<file path="src/rtl/kv_op_scheduler.sv">
// rtl/kv_op_scheduler.sv - round-robin GET/PUT/DEL scheduler in front of the key/value memory
//
// Ports:
//   clk, rst_n                      clock, asynchronous active-low reset
//   req_valid/req_ready             per-requester command handshake (ready pulses on grant)
//   req_op/req_key/req_val          per-requester packed command fields
//   resp_valid/resp_ready           per-requester response handshake
//   resp_status/resp_val            shared response payload (OK/NOT_FOUND/FULL/BAD_OP, GET data)
//   mem_key/mem_wval/mem_write/mem_delete/mem_idx   memory command outputs
//   mem_hit/mem_hit_idx/mem_rval/mem_free_idx/mem_full  combinational memory lookup results

module kv_op_scheduler #(
    parameter int NUM_ENTRIES = 16,
    parameter int NUM_REQ     = 2,
    parameter int KEY_W       = 32,
    parameter int VAL_W       = 32
) (
    input  logic                     clk,
    input  logic                     rst_n,
    input  logic [NUM_REQ-1:0]       req_valid,
    output logic [NUM_REQ-1:0]       req_ready,
    input  logic [2*NUM_REQ-1:0]     req_op,
    input  logic [KEY_W*NUM_REQ-1:0] req_key,
    input  logic [VAL_W*NUM_REQ-1:0] req_val,
    output logic [NUM_REQ-1:0]       resp_valid,
    input  logic [NUM_REQ-1:0]       resp_ready,
    output logic [1:0]               resp_status,
    output logic [VAL_W-1:0]         resp_val,
    output logic [KEY_W-1:0]         mem_key,
    output logic [VAL_W-1:0]         mem_wval,
    output logic                     mem_write,
    output logic                     mem_delete,
    output logic [NUM_ENTRIES-1:0]   mem_idx,
    input  logic                     mem_hit,
    input  logic [NUM_ENTRIES-1:0]   mem_hit_idx,
    input  logic [VAL_W-1:0]         mem_rval,
    input  logic [NUM_ENTRIES-1:0]   mem_free_idx,
    input  logic                     mem_full
);

    localparam int RR_W = (NUM_REQ > 1) ? $clog2(NUM_REQ) : 1;

    localparam logic [1:0] OP_GET = 2'b00;
    localparam logic [1:0] OP_PUT = 2'b01;
    localparam logic [1:0] OP_DEL = 2'b10;
    localparam logic [1:0] OP_BAD = 2'b11;

    localparam logic [1:0] ST_OK   = 2'b00;
    localparam logic [1:0] ST_NF   = 2'b01;
    localparam logic [1:0] ST_FULL = 2'b10;
    localparam logic [1:0] ST_BAD  = 2'b11;

    typedef enum logic [1:0] {
        S_IDLE   = 2'd0,
        S_LOOKUP = 2'd1,
        S_EXEC   = 2'd2,
        S_RESP   = 2'd3
    } state_t;

    state_t state_q, state_d;

    logic [RR_W-1:0]        rr_ptr;
    logic [RR_W-1:0]        gnt_q;
    logic [1:0]             op_q;
    logic [KEY_W-1:0]       key_q;
    logic [VAL_W-1:0]       val_q;
    logic [1:0]             status_q;
    logic [VAL_W-1:0]       resp_val_q;
    logic                   hit_q;
    logic [NUM_ENTRIES-1:0] hit_idx_q;
    logic [VAL_W-1:0]       rval_q;
    logic [NUM_ENTRIES-1:0] free_idx_q;
    logic                   full_q;

    logic                   gnt_found;
    logic [RR_W-1:0]        gnt_sel;
    logic [RR_W-1:0]        cand_sel;
    logic [RR_W-1:0]        rr_next;
    logic [1:0]             sel_op;
    logic [KEY_W-1:0]       sel_key;
    logic [VAL_W-1:0]       sel_val;
    logic [1:0]             exec_status;
    int                     cand;

    // Round-robin search starting at rr_ptr; first valid requester wins.
    always_comb begin
        gnt_found = 1'b0;
        gnt_sel   = '0;
        cand      = 0;
        cand_sel  = '0;
        for (int i = 0; i < NUM_REQ; i++) begin
            cand     = (int'(rr_ptr) + i) % NUM_REQ;
            cand_sel = RR_W'(cand);
            if (!gnt_found && req_valid[cand_sel]) begin
                gnt_found = 1'b1;
                gnt_sel   = cand_sel;
            end
        end
    end

    assign rr_next = (gnt_sel == RR_W'(NUM_REQ - 1)) ? '0 : gnt_sel + 1'b1;
    assign sel_op  = req_op[2*gnt_sel +: 2];
    assign sel_key = req_key[KEY_W*gnt_sel +: KEY_W];
    assign sel_val = req_val[VAL_W*gnt_sel +: VAL_W];

    always_ff @(posedge clk or negedge rst_n) begin
        if (!rst_n) begin
            state_q <= S_IDLE;
        end else begin
            state_q <= state_d;
        end
    end

    // Next state and all memory/handshake outputs; every output decodes from
    // state_q, so the asynchronous reset forces them to 0 immediately.
    always_comb begin
        state_d     = state_q;
        req_ready   = '0;
        resp_valid  = '0;
        mem_key     = '0;
        mem_wval    = '0;
        mem_write   = 1'b0;
        mem_delete  = 1'b0;
        mem_idx     = '0;
        exec_status = ST_OK;
        case (state_q)
            S_IDLE: begin
                if (gnt_found) begin
                    req_ready[gnt_sel] = 1'b1;
                    state_d = (sel_op == OP_BAD) ? S_RESP : S_LOOKUP;
                end
            end
            S_LOOKUP: begin
                mem_key  = key_q;
                mem_wval = val_q;
                state_d  = S_EXEC;
            end
            S_EXEC: begin
                mem_key  = key_q;
                mem_wval = val_q;
                state_d  = S_RESP;
                case (op_q)
                    OP_GET: exec_status = hit_q ? ST_OK : ST_NF;
                    OP_PUT: begin
                        if (hit_q) begin
                            mem_write = 1'b1;
                            mem_idx   = hit_idx_q;
                        end else if (!full_q) begin
                            mem_write = 1'b1;
                            mem_idx   = free_idx_q;
                        end else begin
                            exec_status = ST_FULL;
                        end
                    end
                    OP_DEL: begin
                        if (hit_q) begin
                            mem_delete = 1'b1;
                            mem_idx    = hit_idx_q;
                        end else begin
                            exec_status = ST_NF;
                        end
                    end
                    default: exec_status = ST_BAD;
                endcase
            end
            S_RESP: begin
                resp_valid[gnt_q] = 1'b1;
                if (resp_ready[gnt_q]) begin
                    state_d = S_IDLE;
                end
            end
            default: state_d = S_IDLE;
        endcase
    end

    always_ff @(posedge clk or negedge rst_n) begin
        if (!rst_n) begin
            rr_ptr     <= '0;
            gnt_q      <= '0;
            op_q       <= '0;
            key_q      <= '0;
            val_q      <= '0;
            status_q   <= ST_OK;
            resp_val_q <= '0;
            hit_q      <= 1'b0;
            hit_idx_q  <= '0;
            rval_q     <= '0;
            free_idx_q <= '0;
            full_q     <= 1'b0;
        end else begin
            case (state_q)
                S_IDLE: begin
                    if (gnt_found) begin
                        gnt_q      <= gnt_sel;
                        op_q       <= sel_op;
                        key_q      <= sel_key;
                        val_q      <= sel_val;
                        rr_ptr     <= rr_next;
                        // Reserved ops skip the memory, so their status is final here.
                        status_q   <= (sel_op == OP_BAD) ? ST_BAD : ST_OK;
                        resp_val_q <= '0;
                    end
                end
                S_LOOKUP: begin
                    hit_q      <= mem_hit;
                    hit_idx_q  <= mem_hit_idx;
                    rval_q     <= mem_rval;
                    free_idx_q <= mem_free_idx;
                    full_q     <= mem_full;
                end
                S_EXEC: begin
                    status_q   <= exec_status;
                    resp_val_q <= (op_q == OP_GET && hit_q) ? rval_q : '0;
                end
                default: begin
                end
            endcase
        end
    end

    assign resp_status = (state_q == S_RESP) ? status_q : 2'b00;
    assign resp_val    = (state_q == S_RESP) ? resp_val_q : '0;

endmodule

</file>
<file path="config.mk">
export PLATFORM = sky130hd
export DESIGN_NAME = kv_op_scheduler
export DESIGN_NICKNAME = d
export VERILOG_FILES = /design/src/rtl/kv_op_scheduler.sv
export SDC_FILE = /design/constraint.sdc
export NUM_CORES = 1
export LEC_CHECK = 0
export ABC_AREA = 1
export CAP_MARGIN = 20
export CELL_PAD_IN_SITES_DETAIL_PLACEMENT = 0
export CELL_PAD_IN_SITES_GLOBAL_PLACEMENT = 1
export CORE_MARGIN = 4
export CORE_UTILIZATION = 34
export CTS_CLUSTER_DIAMETER = 200
export DETAILED_ROUTE_END_ITERATION = 10
export GPL_TIMING_DRIVEN = 0
export PLACE_DENSITY_LB_ADDON = 0.1
export SLEW_MARGIN = 30
export SYNTH_ARGS = -nofsm -noshare
export SYNTH_HDL_FRONTEND = slang
export SYNTH_SLANG_ARGS = --single-unit
</file>
<file path="constraint.sdc">
create_clock -name clk -period 2.45 [get_ports clk]
set_input_delay 0.3675 -clock clk [delete_from_list [all_inputs] [get_ports clk]]
set_output_delay 0.3675 -clock clk [all_outputs]
set_load 0.01 [all_outputs]
</file>
Word level (Yosys, flattened, before mapping)
Index checks and enable logic that the tools add are counted.
{ "word_totals": {"output_inout_bits": 120, "word_cells": 93, "regBits": 170} }
{ "op_classes": {"n_mux": 48, "add_sub_neg": 2, "n_shift": 3, "reduce_logical": 13, "n_eq_ne": 8, "order_cmp": 6} }
{ "ops": {"columns": ["cell", "n"], "rows": [
  ["32-bit two-way mux", 5],
  ["64-bit by 7-bit variable part select with 32-bit output", 2],
  ["16-bit two-way mux", 4],
  ["32-bit case mux with 2 select lines", 1],
  ["16-bit case mux with 2 select lines", 1],
  ["2-bit two-way mux", 11],
  ["1-bit two-way mux", 21],
  ["2-bit == test (second input constant)", 4],
  ["1-bit by 2-bit less-than comparator with 1-bit output (second input constant)", 4],
  ["2-bit case mux with 2 select lines", 2],
  ["2-bit case mux with 4 select lines", 1],
  ["2-bit AND reduction", 3],
  ["2-bit by 1-bit == test with 1-bit output (second input constant)", 2],
  ["1-bit logical AND", 4],
  ["2-bit logical NOT", 2],
  ["2-bit != test (second input constant)", 2],
  ["2-bit OR reduction", 2],
  ["4-bit by 3-bit variable part select with 2-bit output", 1],
  ["1-bit adder (second input constant)", 2],
  ["1-bit demux with 1-bit select", 2],
  ["1-bit greater-or-equal comparator (second input constant)", 2],
  ["2-bit nonzero test", 1],
  ["1-bit logical NOT", 1]
]} }

Depth between registers and ports, before layout
{ "depth": {"word_depth": 12, "ltp_mapped": 10} }

Least setup slack after synthesis
Ideal clock, no wire load.
{ "synth_timing": {"path_kind": "register -> output", "startpoint": "register state_q[0]", "endpoint": "output mem_idx[10]", "slack_ns": 0.654, "arrival_time_ns": 1.428, "path_stages_with_launch": 6, "n_path_buf": 1, "path_cell_list": "dfrtp_1 > inv_1 > ha_1 > nand3_2 > buf_2 > a211oi_1"} }
{ "synth_via": {"elab_chain_len": 2} }
{ "synth_rtl": {"columns": ["element", "line", "source"], "rows": [
  ["start: declaration", "60", "state_t state_q, state_d;"],
  ["start signal: assignment", "110", "state_q <= state_d;"],
  ["2-bit == test", "126", "case (state_q)"],
  ["16-bit two-way mux", "126", null],
  ["end: declaration", "33", "output logic [NUM_ENTRIES-1:0] mem_idx,"]
]} }
Every way passes these cells.

Final worst setup path
{ "layout_timing": {"startpoint": "register state_q[1]", "endpoint": "output resp_val[18]"} }
{ "layout_via": {"elab_chain_len": 2} }
{ "layout_rtl": {"columns": ["element", "line", "source"], "rows": [
  ["2-bit == test", "222", "assign resp_val = (state_q == S_RESP) ? resp_val_q : '0;"],
  ["32-bit two-way mux", "222", null],
  ["end: declaration", "28", "output logic [VAL_W-1:0] resp_val,"]
]} }
Every way passes these cells.

==> run summary <==
- 2.08 ns — Worst EP required
- 2 — Clock Tree Buf Depth
- clkbuf_16 — root buffer cell
- dfrtp_1, nand2_1, mux2_2 — synth top area cells
- nand2_1, dfrtp_1, inv_1 — ranking of synthesized cells by instance count
- 34.6% — initial core utilization
- 100% — fraction of registers with async set or reset after synthesis
- 1550 — net count of the finished layout
- flip-flop — crit start category
- 6.46 nW — Lkg Pwr
- true — unrepaired setup endpoints after global routing
- 10 — Critical Path Fanout Max
- 0 — EDFF count, synth
- 419 MHz — Max Fclk
- 0.07 ns — Clk pin slew, worst setup/hold paths
- 0.635 ns — Worst-Margin Slew
- 984 — count of mapped cells out of synthesis
- 170 — number of storage elements in the synthesis netlist
- nand2_1 — cell with the most instances after synthesis
- 20.0% — GRT Util Overall
- 0 — final-report setup violation count
- 12.7% — share of final-layout standard cells stronger than drive strength 1
- dfrtp_1 — Post-synth top flop
- 52.4% — proportion of netlist area held by the largest area contributor
- dfrtp_1 — cell taking the most area after synthesis
- in -> async — path type of the worst min-delay path
- 26300 microns — final wirelength
- 53.4% — Post-Route Utilization
- 323 — buffers added on ports
- complete, no violations — outcome
- primary output — Worst setup EP type
- 1671 — Final Non-Filler Cells
- 0 — final slew viol count
- 0 — number of routed nets with antenna violations
- 4.45 — via density per instance
- 4 — H-tree Lvls
- 1196 — number of nets in the synthesized netlist
- 26 — number of distinct library cell variants in the gate-level netlist after synthesis
- 383 — count of routing violations after the opening detailed-route iteration
- 0.0116 ns — worst clock skew
- 0 — Max Cap Viol
- 97.3% — final clock period utilization by the worst path
- 0.43 ns — clock insertion delay at the later pin of the skew report
- 23500 sq um — core area
- 0.63 ns — register-to-register setup slack
- 0 ns — final total negative setup slack
- 0 — gr ovfl total
- state_q[0] — reg-to-reg critical path startpoint
- 163 microns — die width
- 2.02 ns — CP arrival
- 0.813 — routability congestion estimate
- 0 — total DRC errors in the routed layout
- 54.5% — Layout area overhead
- 19900 microns — post-detailed-placement half-perimeter wirelength
- 1628 — placed instance count
- 56 — number of rows in the core area
- 1180 nW/um^2 — total power density per cell area
- 41000 microns — global-route wire length before repair
- 4 — number of optimization iterations in the first detailed-route pass
- 8.25 sq um — Avg Inst Size Synth
- 7535 — via count of the first global-routing pass
- key_q[12] — endpoint of the worst register-to-register path
- 2.38 ns — final worst path period need
- reg -> out — classification of the worst setup path
- 68 — largest net degree at the start of global routing
- 17 — total CTS buffers
- 0 — number of endpoints with negative hold slack in the final report
- 8120 sq um — Cell Area, Synth
- 9 — cells on worst reg2reg path
- 57.7% — max-slew headroom at the worst pin
- 510 uV — worst ir drop on vdd
- 0 — count of warnings emitted by yosys
- done — TritonCTS clock tree
- 15.8 microns — drt wl/cell
- 52.4% — register area share after synthesis
- 163 microns — die height
- 170 — number of sinks handled by clock tree synthesis
- 4 — initial antenna violation count
- 324 — top-level I/O count
- 7435 — number of vias in the routed layout
- 26400 sq um — die area
[sequential cells by signal (all words and copies together), names as in the netlist]
name,cells
free_idx_q,16
full_q,1
gnt_q,1
hit_idx_q,16
hit_q,1
key_q,32
op_q,2
resp_val_q,32
rr_ptr,1
rval_q,32
state_q,2
status_q,2
val_q,32
[per-layer routing]
| layer | vias up | global-route usage [%] | part of all wire [%] | routed length [microns] |
|---|---|---|---|---|
| li1 | 3748 | - | - | - |
| met1 | 3438 | 23.5 | 40 | 10500 |
| met2 | 215 | 34.2 | 50 | 13100 |
| met3 | 28 | 7.67 | 8.6 | 2260 |
| met4 | 6 | 5.49 | 1.7 | 444 |
| met5 | - | 0 | 0.13 | 34 |
[logic make-up after synthesis]
| kind of cell | share of synthesized area [%] |
|---|---|
| buffers and inverters | 9.81 |
| muxes | 6.66 |
| DFF | 52.4 |
| adders and majority gates | 1.23 |
| AOI/OAI and AO/OA | 6.46 |
| and+or+nand+nor | 23.5 |
[stage by stage]
step / total power [mW] / hold slack [ns] / instance area [sq um] / worst slack (ns)
final: 14.9 / 0.447 / 12500 / 0.0660
after global routing: 16.1 / 0.465 / 12500 / -0.0491
after CTS: 15.1 / 0.459 / 12500 / 0.00251
after detailed placement: 12.2 / 0.337 / 11800 / -0.508
after global placement: 12.1 / 0.466 / 11800 / -6.62
after floorplan: 8.80 / 0.0719 / 8120 / 0.654
[critical path, cell delays in order (launching register included)]
cell	delay (ns)
dfrtp_1	0.38
buf_4	0.16
ha_4	0.20
buf_4	0.19
nand2_1	0.07
inv_1	0.06
clkdlybuf4s50_1	0.54
[cell type report]
class                           instances  area, sq um
Antenna cell                            1         2.50
Buffer                                 53          378
Clock buffer                           17          425
Clock inverter                         15          174
Fill cell                            2358        10900
Inverter                              131          494
Multi-Input combinational cell        627         3150
Sequential cell                       170         4250
Tap cell                              319          399
Timing Repair Buffer                  338         3270
[placed cells by master, fill, tap and decap left out, types with 17 or more instances in the layout]
cell	instances
clkdlybuf4s50_1	239
mux2_2	48
clkbuf_16	17
nand3_1	71
nand2_1	391
dfrtp_1	170
o21ai_0	29
a21oi_1	23
buf_2	24
inv_1	122
dlygate4sd2_1	70
o21ai_1	24
buf_4	19
[report_power, final]
group | switching [mW] | internal [mW] | leakage, nW | total (mW)
clock | 1.30 | 1.46 | 0.296 | 2.76
sequential | 0.593 | 4.07 | 2.11 | 4.66
combinational | 4.13 | 3.31 | 4.06 | 7.43
total | 6.02 | 8.83 | 6.46 | 14.9
[worst max path at each step]
stage                           from            to  slack, ns
after detailed placement  state_q[1]  mem_wval[22]      -0.51
after CTS                    op_q[1]   mem_idx[13]      0.003
after floorplan           state_q[0]   mem_idx[10]       0.65
after global routing      state_q[1]  resp_val[18]      -0.05
final                     state_q[1]  resp_val[18]       0.07
after global placement         rst_n    rval_q[16]      -6.62
[repair_timing]
action | 4_1_cts | 5_1_grt
hold buffers | 1 | 0
setup endpoints to repair | 120 | 46
pin swaps | 2 | 1
resized for setup | 140 | 26
buffers inserted | 10 | 2
hold endpoints to repair | 57 | 0
Power figures use the tool's default switching activity.
